--- config.mk ---
export PLATFORM = sky130hd
export DESIGN_NAME = prime_sieve_engine
export DESIGN_NICKNAME = d
export VERILOG_FILES = /design/src/rtl/prime_sieve_pkg.sv /design/src/rtl/prime_sieve_bitmap.sv /design/src/rtl/prime_sieve_engine.sv
export SDC_FILE = /design/constraint.sdc
export NUM_CORES = 1
export LEC_CHECK = 0
export BUFFER_PORTS_ARGS = -buffer_cell sky130_fd_sc_hd__buf_2
export CORE_UTILIZATION = 35
export CTS_CLUSTER_SIZE = 24
export DETAILED_ROUTE_END_ITERATION = 7
export PLACE_DENSITY = 0.48
export SYNTH_ARGS = -nofsm -noshare
export SYNTH_HDL_FRONTEND = slang
export SYNTH_SLANG_ARGS = --single-unit
--- constraint.sdc ---
create_clock -name clk -period 7.92 [get_ports clk]
set_input_delay 1.188 -clock clk [delete_from_list [all_inputs] [get_ports clk]]
set_output_delay 1.188 -clock clk [all_outputs]
set_load 0.02 [all_outputs]
--- src/rtl/prime_sieve_pkg.sv ---
// Shared types and sizing helpers for the multi-cycle prime sieve engine.
package prime_sieve_pkg;

   typedef enum logic [2:0] {
      IDLE  = 3'd0,
      INIT  = 3'd1,
      OUTER = 3'd2,
      MARK  = 3'd3,
      COUNT = 3'd4,
      DONE  = 3'd5
   } sieve_state_t;

   localparam int DEFAULT_W = 8;

   // Table depth for a given value width.
   function automatic int sieve_depth(input int w);
      return 32'd1 << w;
   endfunction

endpackage

--- src/rtl/prime_sieve_bitmap.sv ---
// Primality bitmap: N flops with bulk init, single-bit clear and two
// asynchronous read ports (sieve walker and query path).
module prime_sieve_bitmap
   import prime_sieve_pkg::*;
#(
   parameter int W = DEFAULT_W
)
(
   input  logic         clk,
   input  logic         rst_n,
   input  logic         init,
   input  logic         clr,
   input  logic [W-1:0] clr_idx,
   input  logic [W-1:0] fsm_idx,
   input  logic [W-1:0] q_idx,
   output logic         fsm_bit,
   output logic         q_bit
);

   localparam int N = sieve_depth(W);
   localparam logic [N-1:0] INIT_PATTERN = {{(N-2){1'b1}}, 2'b00};

   logic [N-1:0] bits_r;

   // Bitmap storage; bulk init wins over a clear (they never overlap in practice).
   always_ff @(posedge clk or negedge rst_n) begin
      if (!rst_n) begin
         bits_r <= '0;
      end else if (init) begin
         bits_r <= INIT_PATTERN;
      end else if (clr) begin
         bits_r[clr_idx] <= 1'b0;
      end else begin
         bits_r <= bits_r;
      end
   end

   assign fsm_bit = bits_r[fsm_idx];
   assign q_bit   = bits_r[q_idx];

endmodule

--- src/rtl/prime_sieve_engine.sv ---
// Sieve of Eratosthenes engine: one marking operation per clock, prime count,
// and a valid/ready query port with a one-cycle registered response.
module prime_sieve_engine
   import prime_sieve_pkg::*;
#(
   parameter int W = DEFAULT_W
)
(
   input  logic         clk,
   input  logic         rst_n,
   input  logic         start,
   output logic         busy,
   output logic         done,
   output logic         table_valid,
   output logic [W:0]   prime_count,
   input  logic         q_valid,
   output logic         q_ready,
   input  logic [W-1:0] q_num,
   output logic         r_valid,
   output logic [W-1:0] r_num,
   output logic         r_is_prime
);

   localparam int N = sieve_depth(W);
   localparam logic [W:0]     ONE_I   = (W+1)'(32'd1);
   localparam logic [W:0]     TWO_I   = (W+1)'(32'd2);
   localparam logic [W:0]     LAST_I  = (W+1)'(N - 1);
   localparam logic [W+1:0]   LAST_J  = (W+2)'(N - 1);
   localparam logic [2*W+1:0] LAST_SQ = (2*W+2)'(N - 1);

   sieve_state_t   state_r, state_s;
   logic [W:0]     i_r, i_s, j_r, j_s, k_r, k_s, acc_r, acc_s;
   logic [W:0]     prime_count_r, prime_count_s;
   logic           table_valid_r, table_valid_s;
   logic           busy_r, done_r;
   logic           r_valid_r, r_is_prime_r;
   logic [W-1:0]   r_num_r;
   logic           init_s, clr_s, fsm_bit_s, q_bit_s, q_accept_s;
   logic [W-1:0]   fsm_idx_s;
   logic [2*W+1:0] i_wide_s, sq_s;
   logic [W+1:0]   j_next_s;

   // Wide square so the termination compare cannot wrap.
   assign i_wide_s   = {{(W+1){1'b0}}, i_r};
   assign sq_s       = i_wide_s * i_wide_s;
   assign j_next_s   = {1'b0, j_r} + {1'b0, i_r};
   assign fsm_idx_s  = (state_r == COUNT) ? k_r[W-1:0] : i_r[W-1:0];
   assign q_accept_s = q_valid & q_ready;

   prime_sieve_bitmap #(.W(W)) u_bitmap (
      .clk     (clk),
      .rst_n   (rst_n),
      .init    (init_s),
      .clr     (clr_s),
      .clr_idx (j_r[W-1:0]),
      .fsm_idx (fsm_idx_s),
      .q_idx   (q_num),
      .fsm_bit (fsm_bit_s),
      .q_bit   (q_bit_s)
   );

   // Next-state, index and counter logic for the build sequence.
   always_comb begin
      state_s       = state_r;
      i_s           = i_r;
      j_s           = j_r;
      k_s           = k_r;
      acc_s         = acc_r;
      prime_count_s = prime_count_r;
      table_valid_s = table_valid_r;
      init_s        = 1'b0;
      clr_s         = 1'b0;
      case (state_r)
         IDLE: begin
            if (start) begin
               state_s       = INIT;
               table_valid_s = 1'b0;
            end else begin
               state_s = IDLE;
            end
         end
         INIT: begin
            init_s  = 1'b1;
            i_s     = TWO_I;
            state_s = OUTER;
         end
         OUTER: begin
            if (sq_s > LAST_SQ) begin
               state_s = COUNT;
               k_s     = '0;
               acc_s   = '0;
            end else if (fsm_bit_s) begin
               j_s     = sq_s[W:0];
               state_s = MARK;
            end else begin
               i_s = i_r + ONE_I;
            end
         end
         MARK: begin
            clr_s = 1'b1;
            if (j_next_s <= LAST_J) begin
               j_s = j_next_s[W:0];
            end else begin
               i_s     = i_r + ONE_I;
               state_s = OUTER;
            end
         end
         COUNT: begin
            acc_s = acc_r + {{W{1'b0}}, fsm_bit_s};
            if (k_r == LAST_I) begin
               state_s = DONE;
            end else begin
               k_s = k_r + ONE_I;
            end
         end
         DONE: begin
            prime_count_s = acc_r;
            table_valid_s = 1'b1;
            state_s       = IDLE;
         end
         default: begin
            state_s = IDLE;
         end
      endcase
   end

   // State, indices, status and query response registers.
   always_ff @(posedge clk or negedge rst_n) begin
      if (!rst_n) begin
         state_r       <= IDLE;
         i_r           <= '0;
         j_r           <= '0;
         k_r           <= '0;
         acc_r         <= '0;
         prime_count_r <= '0;
         table_valid_r <= 1'b0;
         busy_r        <= 1'b0;
         done_r        <= 1'b0;
         r_valid_r     <= 1'b0;
         r_num_r       <= '0;
         r_is_prime_r  <= 1'b0;
      end else begin
         state_r       <= state_s;
         i_r           <= i_s;
         j_r           <= j_s;
         k_r           <= k_s;
         acc_r         <= acc_s;
         prime_count_r <= prime_count_s;
         table_valid_r <= table_valid_s;
         busy_r        <= (state_s != IDLE);
         done_r        <= (state_s == DONE);
         r_valid_r     <= q_accept_s;
         if (q_accept_s) begin
            r_num_r      <= q_num;
            r_is_prime_r <= q_bit_s;
         end else begin
            r_num_r      <= r_num_r;
            r_is_prime_r <= r_is_prime_r;
         end
      end
   end

   assign busy        = busy_r;
   assign done        = done_r;
   assign table_valid = table_valid_r;
   assign prime_count = prime_count_r;
   assign q_ready     = table_valid_r & ~busy_r;
   assign r_valid     = r_valid_r;
   assign r_num       = r_num_r;
   assign r_is_prime  = r_is_prime_r;

endmodule

==> results by group <==
Clock network
  • # hold bufs at CTS: 0
  • # clock sinks: 317
  • CTS max path bufs: 3
  • H-tree Lvls: 2
  • Root buf cell: clkbuf_16
  • Insertion delay to the later sink of the worst-skew pair: a little under 600 ps
  • Inserted Clock Buffers: 40
  • CTS tree: done
  • Post-CTS setup buffers: 0
  • Clock transition at path regs: around 60 ps
  • CTS resizes: 0

Drt
  • Initial DRC count: around 1,600
  • Detailed-route wire length per cell: 25.0 um
  • Post-route ant nets: 0
  • Drt via density: 5.89
  • Routed WL: 69.8 mm
  • DR DRC count: 0
  • Routed vias: 16,456
  • Drt pass-1 iters: 5

Global routing
  • Gr ovfl total: 0
  • First-pass GRT wire length: 106 mm
  • Initial antenna violation count: 1
  • Largest net degree at the start of global routing: 115
  • Vias in the first global route: 16,235
  • Total GRT Usage: 0.238

Layout
  • Area of the multi-input gates: approximately 11,000 um^2
  • Reg area: 7940 um^2
  • Utilization after layout: 0.395
  • Antenna diodes: 0
  • Layout cell share with drive strength beyond 1: 0.146
  • Design Area, Final: between 20,000 and 25,000 um^2
  • Filler cells: roughly 5,500
  • Nets: 2,104
  • Area Overhead vs Synth: 10.9%

STA
  • Pins Over Slew Limit: 0
  • Worst Max-Slew Pin Slew: 1320 ps
  • Fin Setup TNS: 0 ps
  • Final hold vios: 0
  • Worst setup slack after layout: 1010 ps
  • RSZ-0062 raised after global routing: no
  • Max-slew headroom: 0.120
  • Clock skew: between 20 and 30 ps
  • Final setup violation count: 0
  • Final period utilization: 0.872
  • Final hold slack: 499 ps
  • Fmax: 0.145 GHz
  • Min Clock Period, post-route: 6910 ps

Yosys
  • Yosys cell types: 83
  • Synth top area cells: dfrtp_1 39%, mux4_2 12%, nand2_1 7.2%
  • Net Count, Synth: 2,144
  • Cell taking the most area after synthesis: dfrtp_1
  • Avg Cell Area, Syn: roughly 9.9 um^2
  • EDFF count, synth: 0
  • Post-Syn Instances: 2,048
  • Async set-reset flop share out of synthesis: 1.00
  • Top FF cell, synth: dfrtp_1
  • Top cell type's share of synthesized area: 0.393
  • Seq/Total Area, Yosys: 0.393
  • Mapped cell area: between 20,000 and 25,000 um^2
  • Yosys Warn Count: 0
  • FF+latch count, synth: 317

Worst setup path
  • CP max stage delay: between 800 and 900 ps
  • CP arrival: 7350 ps
  • CP startpoint kind: flop
  • Maximum fanout along the worst path: 23
  • Crit path max-delay cell type: dfrtp_1
  • Worst path required time: 8360 ps
  • WS Path Type: reg2reg
  • Element type at the critical path end: flop
  • Crit-path cells: inv_1 -> nor2_1 -> inv_1 -> fa_1 -> inv_1 -> fa_1 -> inv_1 -> fa_1 -> fa_1 -> inv_1 -> ha_1 -> a21oi_1 -> and3_1 -> nor3b_1 -> o211ai_1 -> o21a_1 -> nor4b_1 -> o2111ai_1 -> o21ba_2 -> or4_1 -> mux2i_1
  • Cell repeated most along the worst path: inv_1

Floorplan
  • Number of I/O pins: 35
  • Die X: 242 um
  • Initial Utilization: 0.356
  • FP Rows: 87
  • Core area: 56,700 um^2
  • Die Y: 242 um
  • Die area: between 50,000 and 60,000 um^2

Power
  • Clock power frac: 0.336
  • Gate power share: 0.334
  • Lkg Pwr: 8.33 nW
  • Seq pwr share: 0.330
  • P_sw: about 0.0023 W
  • Switching part of the total: 0.393
  • Power Density: 261 nW/um^2
  • Worst vdd ir: 0.175 mV
  • Pint: 0.00355 W

Placed design
  • Pre-CTS setup slack: between 1000 and 1500 ps
  • I/O Buffers: 34
  • Hpwl dp: 45.3 mm
  • Gp weighted congestion: 0.834
  • Cell Area, Placed: 21,000 um^2

Outcome
  • Status: complete, no violations

Hold path
  • Worst min path class: reg2reg

Run
  • Max Cap Viol: 0
critical path: cells and delay by family, from the launching register on:
kind                       cells  cell delay (ps)
muxes                          1              130
AOI/OAI and AO/OA              5             1560
buffers and inverters          5              650
adders and majority gates      5             1930
DFF                            1              860
and+or+nand+nor                5             1640
area by class of cell:
cell class,count,area share
Clock inverter,18,0.0113
Inverter,91,0.0153
Clock buffer,54,0.0507
Tap cell,756,0.0423
Multi-Input combinational cell,1490,0.506
Sequential cell,317,0.355
Timing Repair Buffer,68,0.0202
layer usage:
| metal | GRT usage | vias to the layer above | routed length (um) |
|---|---|---|---|
| met5 | 0 | - | 13 |
| met1 | 0.338 | 8423 | 31200 |
| met2 | 0.362 | 642 | 31400 |
| li1 | - | 7265 | - |
| met3 | 0.0476 | 124 | 5050 |
| met4 | 0.0784 | 2 | 2090 |
final timing paths:
check,start,to,slack [ps],cells after the start
min in group asynchronous,rst_n,u_bitmap.bits_r[23]$_DFFE_PN0P_,620,1
max in group asynchronous,rst_n,j_r[7]$_DFFE_PN0P_,5480,3
worst max register to register,i_r[2]$_DFFE_PN0P_,i_r[3]$_DFFE_PN0P_,1010,21
worst min-delay path,acc_r[8]$_DFFE_PN0P_,acc_r[8]$_DFFE_PN0P_,500,1
worst min register to register,acc_r[8]$_DFFE_PN0P_,acc_r[8]$_DFFE_PN0P_,500,1
worst max-delay path,i_r[2]$_DFFE_PN0P_,i_r[3]$_DFFE_PN0P_,1010,21
cells in the mapped netlist (all sizes together), types with 10 or more instances:
master,instances
nand2,386
dfrtp,317
o21ai,286
mux2i,123
clkbuf,108
mux4,107
inv,89
nor2,61
ha,49
nand3,48
a21oi,46
buf,42
mux2,38
fa,35
a211oi,29
nor2b,23
and2,21
nor3,19
o22ai,18
a2111oi,14
nand2b,14
a31oi,13
a21o,12
xnor2,11
nand4,10
power groups by stage:
stage	Sequential (W)	Combinational, W	Clock (W)
2_1_floorplan	0.00184	0.00135	0
3_3_place_gp	0.00195	0.00192	0
3_5_place_dp	0.00195	0.00192	0
4_1_cts	0.00192	0.00193	0.00200
5_1_grt	0.00195	0.00209	0.00206
6_report	0.00193	0.00196	0.00196
per-stage QoR:
stage / cells / power, W
CTS: 2794 / 0.00585
floorplan: 2048 / 0.00319
global placement: 2722 / 0.00386
global route: 2794 / 0.00610
detailed placement: 2722 / 0.00388
finish: 2794 / 0.00585
placed cells by master (no fill, tap or decap), types with 14 or more instances in the layout:
| master | n |
|---|---|
| buf_2 | 31 |
| nand3_1 | 47 |
| dfrtp_1 | 314 |
| nand2_1 | 385 |
| nand2b_1 | 14 |
| nor2_1 | 61 |
| mux2_2 | 37 |
| fa_1 | 35 |
| mux4_2 | 107 |
| mux2i_1 | 122 |
| nor3_1 | 19 |
| ha_1 | 49 |
| inv_1 | 89 |
| clkbuf_16 | 41 |
| a211oi_1 | 28 |
| nor2b_1 | 23 |
| o21ai_0 | 286 |
| and2_1 | 20 |
| o22ai_1 | 17 |
| a21oi_1 | 44 |
| buf_4 | 35 |
sequential cells by signal (all words and copies together) (netlist names):
register	flops
u_bitmap.bits_r	256
done	1
r_num	8
prime_count	9
i_r	9
state_r	3
busy	1
r_valid	1
r_is_prime	1
j_r	9
table_valid	1
k_r	9
acc_r	9
logic make-up after synthesis:
| group | count (synthesis) | synth area share |
|---|---|---|
| AO/OA/AOI/OAI | 483 | 0.143 |
| XOR/XNOR | 20 | 0.00868 |
| adder cells (fa/ha/maj) | 84 | 0.0651 |
| buffers and inverters | 241 | 0.0482 |
| flip-flops | 317 | 0.393 |
| multiplexers | 268 | 0.202 |
| AND/OR/NAND/NOR | 635 | 0.141 |
Note: power is estimated with default switching activity, not from simulation.
